<file path="config.mk">
export PLATFORM = sky130hd
export DESIGN_NAME = instr_fetch_flat
export DESIGN_NICKNAME = d
export VERILOG_FILES = /design/src/rtl/riscv_pkg.sv /design/src/rtl/instr_fetch_if.sv /design/src/rtl/instr_fetch_pcgen.sv /design/src/rtl/instr_fetch.sv /design/src/flat_wrapper.sv
export SDC_FILE = /design/constraint.sdc
export NUM_CORES = 1
export LEC_CHECK = 0
export ABC_AREA = 1
export CAP_MARGIN = 40
export CORE_UTILIZATION = 35
export CTS_CLUSTER_DIAMETER = 80
export DETAILED_ROUTE_END_ITERATION = 10
export GPL_TIMING_DRIVEN = 1
export PLACE_DENSITY_LB_ADDON = 0.1
export SYNTH_ARGS = -nofsm -noshare
export SYNTH_HDL_FRONTEND = slang
export SYNTH_SLANG_ARGS = --single-unit
</file>
<file path="constraint.sdc">
create_clock -name clk -period 1.8 [get_ports clk]
set_input_delay 0.27 -clock clk [delete_from_list [all_inputs] [get_ports clk]]
set_output_delay 0.27 -clock clk [all_outputs]
set_load 0.02 [all_outputs]
</file>
<file path="src/rtl/riscv_pkg.sv">
`default_nettype none
// Shared RV32 definitions for the fetch stage: word width, canonical NOP, fetch FSM states.
package riscv_pkg;

  localparam int XLEN = 32;
  localparam logic [XLEN-1:0] NOP_INSTR = 32'h0000_0013;

  typedef enum logic [1:0] {
    S_REQ  = 2'd0,
    S_WAIT = 2'd1,
    S_HOLD = 2'd2
  } fetch_state_e;

endpackage
`default_nettype wire

</file>
<file path="src/rtl/instr_fetch_if.sv">
`default_nettype none
// Instruction-memory req/gnt/rvalid bus; master is the fetch stage, slave is the memory.
interface instr_fetch_if;
  import riscv_pkg::*;

  logic            imem_req_o;
  logic [XLEN-1:0] imem_addr_o;
  logic            imem_gnt_i;
  logic            imem_rvalid_i;
  logic [XLEN-1:0] imem_rdata_i;

  modport master (
    output imem_req_o, imem_addr_o,
    input  imem_gnt_i, imem_rvalid_i, imem_rdata_i
  );

  modport slave (
    input  imem_req_o, imem_addr_o,
    output imem_gnt_i, imem_rvalid_i, imem_rdata_i
  );

endinterface
`default_nettype wire

</file>
<file path="src/rtl/instr_fetch_pcgen.sv">
`default_nettype none
// Program counter and next-PC select (hold / +4 / redirect target).
// Optional INSTR_FETCH_MISALIGN_CHECK_EN rejects misaligned redirect targets and reports them.
module instr_fetch_pcgen
  import riscv_pkg::*;
#(
  parameter logic [XLEN-1:0] RESET_PC = 32'h0000_0000
) (
  input  wire logic            clk,
  input  wire logic            rst_n,
  input  wire logic            advance_i,
  input  wire logic            branch_taken_i,
  input  wire logic [XLEN-1:0] branch_target_i,
  output logic      [XLEN-1:0] pc_o,
  output logic                 redirect_o
`ifdef INSTR_FETCH_MISALIGN_CHECK_EN
  ,
  output logic                 misalign_o,
  output logic      [XLEN-1:0] misalign_addr_o
`endif
);

  logic [XLEN-1:0] pc_q, pc_d;

`ifdef INSTR_FETCH_MISALIGN_CHECK_EN
  logic            misalign_d, misalign_q;
  logic [XLEN-1:0] misalign_addr_q;

  assign misalign_d = branch_taken_i && (branch_target_i[1:0] != 2'b00);
  assign redirect_o = branch_taken_i && !misalign_d;

  // Address register keeps the last offending target after the pulse ends.
  always_ff @(posedge clk or negedge rst_n) begin
    if (!rst_n) begin
      misalign_q      <= 1'b0;
      misalign_addr_q <= '0;
    end else begin
      misalign_q <= misalign_d;
      if (misalign_d) misalign_addr_q <= branch_target_i;
    end
  end

  assign misalign_o      = misalign_q;
  assign misalign_addr_o = misalign_addr_q;
`else
  assign redirect_o = branch_taken_i;
`endif

  // A redirect wins over the +4 of a request granted in the same cycle.
  always_comb begin
    pc_d = pc_q;
    if (redirect_o)     pc_d = branch_target_i & ~(XLEN'(3));
    else if (advance_i) pc_d = pc_q + XLEN'(4);
  end

  always_ff @(posedge clk or negedge rst_n) begin
    if (!rst_n) pc_q <= RESET_PC;
    else        pc_q <= pc_d;
  end

  assign pc_o = pc_q;

endmodule
`default_nettype wire

</file>
<file path="src/rtl/instr_fetch.sv">
`default_nettype none
// Fetch stage: single-outstanding imem requests, kill/hold handling, registered IF/ID outputs.
// Optional INSTR_FETCH_MISALIGN_CHECK_EN adds misalign_o / misalign_addr_o.
module instr_fetch
  import riscv_pkg::*;
#(
  parameter logic [XLEN-1:0] RESET_PC = 32'h0000_0000
) (
  input  wire logic            clk,
  input  wire logic            rst_n,
  input  wire logic            stall_i,
  input  wire logic            branch_taken_i,
  input  wire logic [XLEN-1:0] branch_target_i,
  instr_fetch_if.master        imem,
  output logic      [XLEN-1:0] instr_o,
  output logic      [XLEN-1:0] pc_o,
  output logic      [XLEN-1:0] pc_incr_o,
  output logic                 valid_o
`ifdef INSTR_FETCH_MISALIGN_CHECK_EN
  ,
  output logic                 misalign_o,
  output logic      [XLEN-1:0] misalign_addr_o
`endif
);

  fetch_state_e    state_q;
  logic [XLEN-1:0] pc_q, fetch_pc_q, hold_instr_q, hold_pc_q;
  logic            kill_q;
  logic [XLEN-1:0] instr_q, out_pc_q, out_pc_incr_q;
  logic            valid_q;

  logic            advance, redirect, load;
  logic [XLEN-1:0] load_instr, load_pc;

  assign advance = (state_q == S_REQ) && imem.imem_gnt_i;

  instr_fetch_pcgen #(.RESET_PC(RESET_PC)) u_pcgen (
    .clk             (clk),
    .rst_n           (rst_n),
    .advance_i       (advance),
    .branch_taken_i  (branch_taken_i),
    .branch_target_i (branch_target_i),
    .pc_o            (pc_q),
    .redirect_o      (redirect)
`ifdef INSTR_FETCH_MISALIGN_CHECK_EN
    ,
    .misalign_o      (misalign_o),
    .misalign_addr_o (misalign_addr_o)
`endif
  );

  assign imem.imem_req_o  = rst_n && (state_q == S_REQ);
  assign imem.imem_addr_o = pc_q;

  always_comb begin
    load       = 1'b0;
    load_instr = hold_instr_q;
    load_pc    = hold_pc_q;
    if (state_q == S_WAIT) begin
      load       = imem.imem_rvalid_i && !kill_q && !stall_i;
      load_instr = imem.imem_rdata_i;
      load_pc    = fetch_pc_q;
    end else if (state_q == S_HOLD) begin
      load = !stall_i;
    end
  end

  always_ff @(posedge clk or negedge rst_n) begin
    if (!rst_n) begin
      state_q       <= S_REQ;
      fetch_pc_q    <= '0;
      kill_q        <= 1'b0;
      hold_instr_q  <= '0;
      hold_pc_q     <= '0;
      instr_q       <= NOP_INSTR;
      out_pc_q      <= '0;
      out_pc_incr_q <= '0;
      valid_q       <= 1'b0;
    end else begin
      unique case (state_q)
        S_REQ: begin
          // Redirect with a simultaneous grant: the old request still goes out and is killed.
          if (imem.imem_gnt_i) begin
            fetch_pc_q <= pc_q;
            kill_q     <= redirect;
            state_q    <= S_WAIT;
          end
        end
        S_WAIT: begin
          if (imem.imem_rvalid_i) begin
            kill_q <= 1'b0;
            if (kill_q || redirect || !stall_i) begin
              state_q <= S_REQ;
            end else begin
              hold_instr_q <= imem.imem_rdata_i;
              hold_pc_q    <= fetch_pc_q;
              state_q      <= S_HOLD;
            end
          end else if (redirect) begin
            kill_q <= 1'b1;
          end
        end
        S_HOLD: begin
          if (redirect || !stall_i) state_q <= S_REQ;
        end
        default: state_q <= S_REQ;
      endcase

      // Any redirect flushes the outputs, even under stall.
      if (branch_taken_i) begin
        instr_q <= NOP_INSTR;
        valid_q <= 1'b0;
      end else if (load) begin
        instr_q       <= load_instr;
        out_pc_q      <= load_pc;
        out_pc_incr_q <= load_pc + XLEN'(4);
        valid_q       <= 1'b1;
      end else if (!stall_i) begin
        instr_q <= NOP_INSTR;
        valid_q <= 1'b0;
      end
    end
  end

  assign instr_o   = instr_q;
  assign pc_o      = out_pc_q;
  assign pc_incr_o = out_pc_incr_q;
  assign valid_o   = valid_q;

endmodule
`default_nettype wire

</file>
<file path="src/flat_wrapper.sv">
// flat-port wrapper written by rule: the top's interface ports become plain ports
module instr_fetch_flat import riscv_pkg::*;
#(
  parameter logic [XLEN-1:0] RESET_PC = 32'h0000_0000
)
  (clk, rst_n, stall_i, branch_taken_i, branch_target_i, instr_o, pc_o, pc_incr_o, valid_o, imem_imem_req_o, imem_imem_addr_o, imem_imem_gnt_i, imem_imem_rvalid_i, imem_imem_rdata_i);
  instr_fetch_if imem_i ();
  input  wire logic clk;
  input  wire logic rst_n;
  input  wire logic stall_i;
  input  wire logic branch_taken_i;
  input  wire logic [XLEN-1:0] branch_target_i;
  output logic      [XLEN-1:0] instr_o;
  output logic      [XLEN-1:0] pc_o;
  output logic      [XLEN-1:0] pc_incr_o;
  output logic valid_o;
  output wire logic [$bits(imem_i.imem_req_o)-1:0] imem_imem_req_o;
  output wire logic [$bits(imem_i.imem_addr_o)-1:0] imem_imem_addr_o;
  input wire logic [$bits(imem_i.imem_gnt_i)-1:0] imem_imem_gnt_i;
  input wire logic [$bits(imem_i.imem_rvalid_i)-1:0] imem_imem_rvalid_i;
  input wire logic [$bits(imem_i.imem_rdata_i)-1:0] imem_imem_rdata_i;
  assign imem_imem_req_o = imem_i.imem_req_o;
  assign imem_imem_addr_o = imem_i.imem_addr_o;
  assign imem_i.imem_gnt_i = imem_imem_gnt_i;
  assign imem_i.imem_rvalid_i = imem_imem_rvalid_i;
  assign imem_i.imem_rdata_i = imem_imem_rdata_i;
  instr_fetch #(.RESET_PC(RESET_PC)) u_core (.clk(clk), .rst_n(rst_n), .stall_i(stall_i), .branch_taken_i(branch_taken_i), .branch_target_i(branch_target_i), .imem(imem_i), .instr_o(instr_o), .pc_o(pc_o), .pc_incr_o(pc_incr_o), .valid_o(valid_o));
endmodule
</file>
==> flow_summary.ini, run 1 <==
[outcome]
status = complete, but fails checks
violations = negative setup slack

[global_route]
use_met3_pct = 2.55
first_global_vias = 9480
overflow = 0
grt_max_degree = 129
grt_pass1_wl_mm = 49.8
antenna_found_initial = 0
use_met2_pct = 31.3
grt_busiest_layer = met2
grtUsageTotal_pct = 20.2
use_met1_pct = 30.0

[floorplanning]
die_w_um = 175
start_util_pct = 35.5
die_h_um = 175
dieArea_mm2 = 0.0308
rows = 63
coreArea_mm2 = 0.0296
boundaryPins = 200

[placement]
dp.cells = 1958
placed_cell_area_mm2 = 0.0139
globalplace.congestion = 0.868
io_buffers = 191
dp_hpwl_mm = 20.9

[sta]
fin_crit_ns = 1.95
worstMarginPinSlew_ns = 0.769
max_slew_margin_pct = 48.7
fin_setup_tns_ns = -4.47
slew_violations = 0
fin_ws_ns = -0.150
setup_viol = 59
rsz0062_at_grt = true
skew_ns = 0.0107
hold_violations = 0
max_freq_mhz = 513
fin_crit_sh_pct = 108

[routing]
dr.pass1.iters = 5
final_antenna_net_count = 0
drc = 0
routed_wl_mm = 32.0
post_drt_wl_per_cell_um = 15.5
num_vias = 9855
routed_via_density = 4.77
drt_iter0_drc = 681

[synthesis]
synth_edf_count = 0
syn_area_mm2 = 0.0105
synth_cell_types = 41
synth_top_area_share_pct = 51.1
synthTopCellsByCount = nand2_1 (401), dfrtp_1 (215), o21ai_0 (171)
synth_most_common_cell = nand2_1
synthCells = 1293
ys_seq_area_share_pct = 51.9
yosysTopAreaCell = dfrtp_1
yosys_warnings = 0
synth-seq-cells = 218
synth_area_leaders = dfrtp_1 (51%), nand2_1 (14%), o21ai_0 (8.1%), inv_1 (3.7%), nand3_1 (3.4%)
syn_area_per_cell_um2 = 8.14
async_flop_share_pct = 100
synthFlopType = dfrtp_1

[cells_and_area]
fill_cells = 2815
drive_gt1_share_pct = 25.0
finalInstanceArea_mm2 = 0.0163
fin_nets = 1728
final_util_pct = 54.9
n_antenna_cell = 0
final-seq-area_mm2 = 0.00546
fin_cells = 2064
areaGrowthSynthToFinish_pct = 54.6
multi_input_area_mm2 = 0.00492

[pwr]
power.density_mw_per_mm2 = 1270
totalPowerFinal_uw = 20600
max-vdd-ir-drop_v = 0.000681
total_leakage_power_uw = 0.00817

[setup_path]
crit_type = reg2reg
startpoint_type = flip-flop
reg2reg_depth = 13
r2r-end = u_core.pc_incr_o[17]
endpoint = u_core.pc_incr_o[17]
crit_fanout = 8
end_kind = flip-flop
worstPathArrival_ns = 2.36
r2r-start = u_core.state_q[0]
ff2ff_setup_slack_ns = -0.15
crit_start = u_core.state_q[0]
required_ns = 2.21

[cts]
clock-root-buffer = clkbuf_16
clkSinkCount = 218
cts_buffers = 26
cts_tree = yes
clock_latency_ns = 0.53
clk_path_buf_depth = 3
htreeDepth = 1
clk_pin_slew_ns = 0.06

[worst_hold_path]
hold_depth = 3
worstHoldPathType = in2reg

[job]
drv_cap = 0
==> critical path: stages (launching register included) <==
cell and delay (ns):
dfrtp_2 0.46, buf_12 0.15, buf_6 0.11, nand2_4 0.07
buf_6 0.11, nor2_4 0.03, nand2_2 0.05, o21ai_2 0.06
nand2_4 0.21, inv_8 0.09, buf_12 0.15, buf_12 0.13
o22ai_4 0.14, nor2_1 0.05
==> cells by family (layout without fill, tap and decap cells) <==
| logic type | count (synthesis) | count (layout) | synth area share, % |
|---|---|---|---|
| fa+ha+maj | 2 | 2 | 0.238 |
| buf+inv | 175 | 550 | 7.19 |
| flops | 218 | 218 | 51.9 |
| compound gates | 237 | 237 | 12.2 |
| simple gates | 622 | 623 | 25.1 |
| mux | 8 | 8 | 0.856 |
| xor+xnor | 30 | 30 | 2.50 |
| other cells | 1 | 6 | 0.0356 |
==> worst min-delay path by stage <==
stage / startpoint / to / slack, ns
after floorplan: rst_n / u_core.fetch_pc_q[10] / -0.03
after global placement: rst_n / u_core.hold_instr_q[4] / 0.41
after detailed placement: rst_n / u_core.hold_instr_q[0] / 0.41
after CTS: branch_target_i[15] / u_core.u_pcgen.pc_o[15] / 0.29
after global routing: branch_target_i[3] / u_core.u_pcgen.pc_o[3] / 0.31
final: branch_target_i[15] / u_core.u_pcgen.pc_o[15] / 0.31
==> through the flow <==
| step | hold WS [ns] | worst slack (ns) |
|---|---|---|
| 6_report | 0.306 | -0.150 |
| 3_3_place_gp | 0.409 | -0.141 |
| 2_1_floorplan | -0.0256 | 0.0138 |
| 3_5_place_dp | 0.407 | -0.178 |
| 4_1_cts | 0.289 | -0.135 |
| 5_1_grt | 0.312 | -0.248 |
==> cell usage in the layout (no fill, tap or decap), drive strengths merged, types with 2 or more instances in the layout <==
master / n
a21o: 3
nor2: 104
dlygate4sd2: 53
nor3: 11
nand4: 9
xnor2: 4
clkbuf: 49
dfrtp: 215
o22ai: 4
or2: 2
a31oi: 3
dfstp: 3
conb: 6
clkinv: 4
mux2: 8
nand2: 424
buf: 194
o21bai: 13
nand3: 71
o211ai: 15
a21oi: 14
bufinv: 2
xor2: 26
clkdlybuf4s50: 101
inv: 110
dlymetal6s2s: 35
ha: 2
o21ai: 181
==> repair_timing <==
action / in CTS / in global routing
gates resized for setup: 161 / 167
hold buffers: 1 / 0
setup buffers: 19 / 25
hold endpoints to repair: 215 / 0
pin swaps: 17 / 38
cloned: 7 / 10
setup endpoints to repair: 147 / 197
==> power by group <==
group	total, uW	leakage [uW]	internal [uW]	switching [uW]
combinational	7760	0.00496	3600	4160
sequential	7570	0.00279	6510	1060
clock	5320	0.000422	3230	2090
==> metal layers <==
layer  vias up  part of all wire [%]
met3        41                   4.5
met4         0                   1.6
met5         -                     0
li1       4875                     -
met1      4702                    48
met2       237                    46
==> sequential cells by signal, summed over array words and instances (netlist names) <==
| register | flops |
|---|---|
| u_core.kill_q | 1 |
| u_core.hold_instr_q | 32 |
| u_core.instr_o | 32 |
| u_core.state_q | 2 |
| u_core.u_pcgen.pc_o | 30 |
| u_core.fetch_pc_q | 30 |
| u_core.pc_incr_o | 30 |
| u_core.pc_o | 30 |
| u_core.hold_pc_q | 30 |
| u_core.valid_o | 1 |
==> final cells by class <==
class / instances / share of cell area [%]
Multi-Input combinational cell: 906 / 30.2
Sequential cell: 218 / 33.6
Timing Repair Buffer: 394 / 25.3
Clock buffer: 39 / 4.74
Tap cell: 390 / 3.00
Inverter: 110 / 2.61
Clock inverter: 7 / 0.561
Power figures use the tool's default switching activity.
==> run 2: changes to the inputs <==
- MAX_ROUTING_LAYER: not set -> met4
- REMOVE_ABC_BUFFERS: not set -> 1
==> run 2 against run 1 <==
Compared with the run above:
- highest routed layer unchanged
- register-to-register slack improved by 0.03 ns
- hold slack better by 0.0097 ns
- utilization rose by 1.3 points
- global-route usage grew 0.60 points
- via count down 0.91%
- the run still ends with negative setup slack left
- sequential power is 0.5% higher
- cell count fell by 0.58%
- first-iteration DRC count shrank 27%
==> flow_summary.ini, run 2 (synthesized netlist as in run 1, its figures left out) <==
[sta]
slew_violations = 0
skew_ns = 0.0187
rsz0062_at_grt = true
fin_ws_ns = -0.121
max_slew_margin_pct = 45.9
max_freq_mhz = 521
fin_crit_ns = 1.92
fin_crit_sh_pct = 107
worstMarginPinSlew_ns = 0.812
setup_viol = 61
hold_violations = 0

[cts]
htreeDepth = 1
clock_latency_ns = 0.53
clkSinkCount = 218
cts_tree = yes
clock-root-buffer = clkbuf_16
clk_pin_slew_ns = 0.06
clk_path_buf_depth = 3
cts_buffers = 26

[setup_path]
path_cells = clkinv_4 > nand2_8 > buf_12 > nor2_4 > nand2_2 > o21ai_4 > buf_6 > nand2_8 > clkinv_8 > buf_12 > buf_8 > nand4_1 > nand3_1
end_kind = flip-flop
crit_family = buffers and inverters
worst-path-buf-inv = 6
startpoint_type = flip-flop
worstPathArrival_ns = 2.39
crit_fanout = 8
slowest_delay_ns = 0.44
slowest_stage = dfrtp_2
required_ns = 2.27
crit_type = reg2reg

[job]
drv_cap = 0

[cells_and_area]
final_cell_mix = nand2_1 (321), dfrtp_1 (213), o21ai_0 (132)
finalInstanceArea_mm2 = 0.0166
multi_input_area_mm2 = 0.00529
drive_gt1_share_pct = 28.3
layout_commonest_cell = nand2_1
areaGrowthSynthToFinish_pct = 58.2
fill_cells = 2739
final-seq-area_mm2 = 0.00546
n_antenna_cell = 0
fin_cells = 2052
fin_nets = 1714

[global_route]
grt_max_degree = 129
first_global_vias = 9432
grtUsageTotal_pct = 20.8
overflow = 0
antenna_found_initial = 0
grt_pass1_wl_mm = 49.9

[routing]
final_antenna_net_count = 0
post_drt_wl_per_cell_um = 15.6
num_vias = 9765
routed_wl_mm = 32.0
drt_iter0_drc = 499
drc = 0
routed_via_density = 4.76
dr.pass1.iters = 5

[floorplanning]
dieArea_mm2 = 0.0308
start_util_pct = 35.5
die_w_um = 175
coreArea_mm2 = 0.0296
die_h_um = 175
rows = 63
boundaryPins = 200

[placement]
globalplace.congestion = 0.891
placed_cell_area_mm2 = 0.0137
dp_hpwl_mm = 20.9
dp.cells = 1942
io_buffers = 191

[pwr]
power.density_mw_per_mm2 = 1250
total_leakage_power_uw = 0.00839
max-vdd-ir-drop_v = 0.000766

[worst_hold_path]
worstHoldPathType = in2reg

[outcome]
violations = negative setup slack
status = complete, but fails checks
-- run 2: stage by stage --
| step | setup WS, ns | hold WS [ns] | setup TNS (ns) | total power (uW) | utilization, % |
|---|---|---|---|---|---|
| floorplan | -2.43 | -0.0256 | -283.85 | 10800 | - |
| global placement | -0.113 | 0.421 | -4.25 | 14300 | 46.4 |
| detailed placement | -0.134 | 0.416 | -6.79 | 14400 | 46.4 |
| CTS | -0.124 | 0.296 | -3.94 | 20100 | 52.3 |
| global route | -0.232 | 0.336 | -8.78 | 22100 | 56.2 |
| finish | -0.121 | 0.315 | -3.00 | 20800 | 56.2 |
-- run 2: power breakdown --
| part | switching [uW] | leakage, uW | internal (uW) |
|---|---|---|---|
| clock | 2090 | 0.000426 | 3240 |
| combinational | 4330 | 0.00518 | 3550 |
| sequential | 1110 | 0.00279 | 6510 |
| total | 7520 | 0.00839 | 13300 |
-- run 2: area by class of cell --
class / instances / share of cell area [%]
sequential: 218 / 32.8
multi-input combinational: 906 / 31.8
timing repair buffer: 380 / 24.7
clock buffer: 40 / 4.65
tap: 390 / 2.93
inverter: 110 / 2.59
clock inverter: 8 / 0.556
-- run 2: final timing paths --
path                       cells past startpoint                 endpoint  slack (ns)                 start
hold reg to reg                                2     u_core.hold_pc_q[31]        0.47  u_core.hold_pc_q[31]
min in group asynchronous                      3           u_core.pc_o[8]        0.45                 rst_n
max in group asynchronous                      3          u_core.pc_o[21]        0.72                 rst_n
setup / recovery                              13     u_core.pc_incr_o[29]       -0.12     u_core.state_q[1]
hold / removal                                 3  u_core.u_pcgen.pc_o[31]        0.32   branch_target_i[31]
setup reg to reg                              13     u_core.pc_incr_o[29]       -0.12     u_core.state_q[1]
-- run 2: worst reg2reg max path, cell delays in order (launching register included) --
cell and delay [ns]:
dfrtp_2 0.44, clkinv_4 0.11, nand2_8 0.07, buf_12 0.14
nor2_4 0.10, nand2_2 0.07, o21ai_4 0.07, buf_6 0.13
nand2_8 0.11, clkinv_8 0.14, buf_12 0.17, buf_8 0.14
nand4_1 0.09, nand3_1 0.07
-- run 2: routing by layer --
layer  wire length, um  vias up  GRT usage (%)
met2             14800      197           32.4
met3              1160       48           2.38
met1             15400     4657           29.1
li1                  -     4863              -
met4               590        0           4.86
met5                 0        -              -
-- run 2: repair_timing --
| action | CTS | global route |
|---|---|---|
| gates resized for setup | 238 | 218 |
| cloned | 11 | 11 |
| hold endpoints to repair | 215 | 0 |
| hold buffers | 1 | 0 |
| pin swaps | 33 | 44 |
| buffers inserted | 18 | 25 |
| endpoints found under the setup margin | 120 | 173 |
==> run 3: changes to the inputs <==
- SKIP_LAST_GASP: not set -> 1
==> run 3 against run 2 <==
Compared with the run above:
- clock-buffer cell count stayed put
- die area stayed put
- highest routed layer unchanged
- combinational power hardly changed
- non-clock buffer count is 1 lower
- the flow still finishes with violations (negative setup slack)
- critical path type unchanged
- largest power group unchanged
- design area is 0.47% lower
- clock power hardly changed
- clock skew is 0.00095 ns lower
==> flow_summary.ini, run 3 (synthesized netlist as in run 1, its figures left out) <==
[setup_path]
crit_fanout = 8
path_cells = clkinv_4 > nand2_8 > buf_12 > nor2_4 > nand2_2 > o21ai_4 > buf_6 > nand2_8 > clkinv_8 > buf_16 > buf_8 > nand4_1 > nand3_1
worstPathArrival_ns = 2.40
slowest_delay_ns = 0.43
slowest_stage = dfrtp_2
crit_path_frequent_cell = nand2_8
required_ns = 2.27
crit_type = reg2reg
end_kind = flip-flop
startpoint_type = flip-flop

[sta]
skew_ns = 0.0177
rsz0062_at_grt = true
fin_crit_sh_pct = 108
max_freq_mhz = 517
max_slew_margin_pct = 47.8
fin_crit_ns = 1.94
slew_violations = 0
hold_violations = 0
setup_viol = 72
worstMarginPinSlew_ns = 0.784
fin_ws_ns = -0.135

[cts]
cts_buffers = 26
htreeDepth = 1
clk_pin_slew_ns = 0.06
cts_tree = yes
clk_path_buf_depth = 3
clock_latency_ns = 0.53
clock-root-buffer = clkbuf_16
clkSinkCount = 218

[pwr]
total_leakage_power_uw = 0.00823
power.density_mw_per_mm2 = 1260
totalPowerFinal_uw = 20800
max-vdd-ir-drop_v = 0.000754

[routing]
routed_via_density = 4.76
num_vias = 9769
post_drt_wl_per_cell_um = 15.6
drc = 0
final_antenna_net_count = 0
drt_iter0_drc = 493
routed_wl_mm = 31.9
dr.pass1.iters = 5

[cells_and_area]
final_cell_mix = nand2_1 (323), dfrtp_1 (213), o21ai_0 (127)
fin_nets = 1713
fill_cells = 2725
layout_commonest_cell = nand2_1
final_util_pct = 55.9
n_antenna_cell = 0
drive_gt1_share_pct = 27.8
areaGrowthSynthToFinish_pct = 57.4

[placement]
io_buffers = 191
post-place-ws_ns = -0.134
dp_hpwl_mm = 20.9
globalplace.congestion = 0.891

[outcome]
violations = negative setup slack
status = complete, but fails checks

[global_route]
grt_max_degree = 129
first_global_vias = 9435
overflow = 0
antenna_found_initial = 0
grtUsageTotal_pct = 20.8
grt_pass1_wl_mm = 49.9

[floorplanning]
die_h_um = 175
boundaryPins = 200
coreArea_mm2 = 0.0296
die_w_um = 175
dieArea_mm2 = 0.0308
rows = 63
start_util_pct = 35.5

[worst_hold_path]
worstHoldPathType = in2reg

[job]
drv_cap = 0
==> run 3: path summary, 6_finish.rpt <==
check                               startpoint                      end  slack, ns  cells past startpoint
min                        branch_target_i[31]  u_core.u_pcgen.pc_o[31]       0.31                      3
min in group asynchronous                rst_n   u_core.hold_instr_q[8]       0.43                      3
max reg2reg                  u_core.state_q[1]     u_core.pc_incr_o[29]      -0.14                     13
max in group asynchronous                rst_n          u_core.pc_o[21]       0.74                      3
max                          u_core.state_q[1]     u_core.pc_incr_o[29]      -0.14                     13
min reg2reg                     u_core.valid_o           u_core.valid_o       0.48                      2
==> run 3: critical path: cells and delay by family, from the launching register on <==
| family | cells | cell delay, ns |
|---|---|---|
| AOI/OAI and AO/OA | 1 | 0.07 |
| DFF | 1 | 0.43 |
| and+or+nand+nor | 6 | 0.51 |
| buffers and inverters | 6 | 0.83 |
==> run 3: repair_timing <==
item                                    in CTS  in global routing
resized for setup                          186                253
endpoints found under the setup margin     120                181
cloned                                      11                 10
hold buffers                                 1                  0
endpoints found under the hold margin      215                  0
pin swaps                                   32                 40
setup buffers                               18                 25
==> run 3: layer usage <==
layer	GRT usage [%]	routed length, um	up-vias
li1	-	-	4854
met2	32.2	14800	232
met5	-	0	-
met4	5.11	652	0
met1	29.1	15200	4636
met3	2.45	1250	47
==> run 3: cell type report <==
type	count	area [um^2]	share of cell area (%)
Inverter	110	430	2.60
Clock inverter	8	92.6	0.559
Multi-Input combinational cell	906	5220	31.5
Tap cell	390	488	2.95
Timing Repair Buffer	379	4100	24.7
Clock buffer	40	774	4.67
Sequential cell	218	5460	33.0
==> run 3: report_power, final <==
group / internal (uW) / leakage (uW) / switching, uW / total [uW]
logic: 3570 / 0.00502 / 4310 / 7870
clock network: 3240 / 0.000426 / 2090 / 5320
registers: 6510 / 0.00279 / 1090 / 7600
==> run 3: stage by stage <==
stage / cell area [um^2] / setup TNS (ns) / hold WS (ns) / cells
2_1_floorplan: 10200 / -283.85 / -0.0256 / 1233
3_3_place_gp: 13700 / -4.25 / 0.421 / 1942
3_5_place_dp: 13700 / -6.79 / 0.416 / 1942
4_1_cts: 15400 / -5.40 / 0.296 / 2020
5_1_grt: 16600 / -10.23 / 0.336 / 2051
6_report: 16600 / -3.71 / 0.313 / 2051
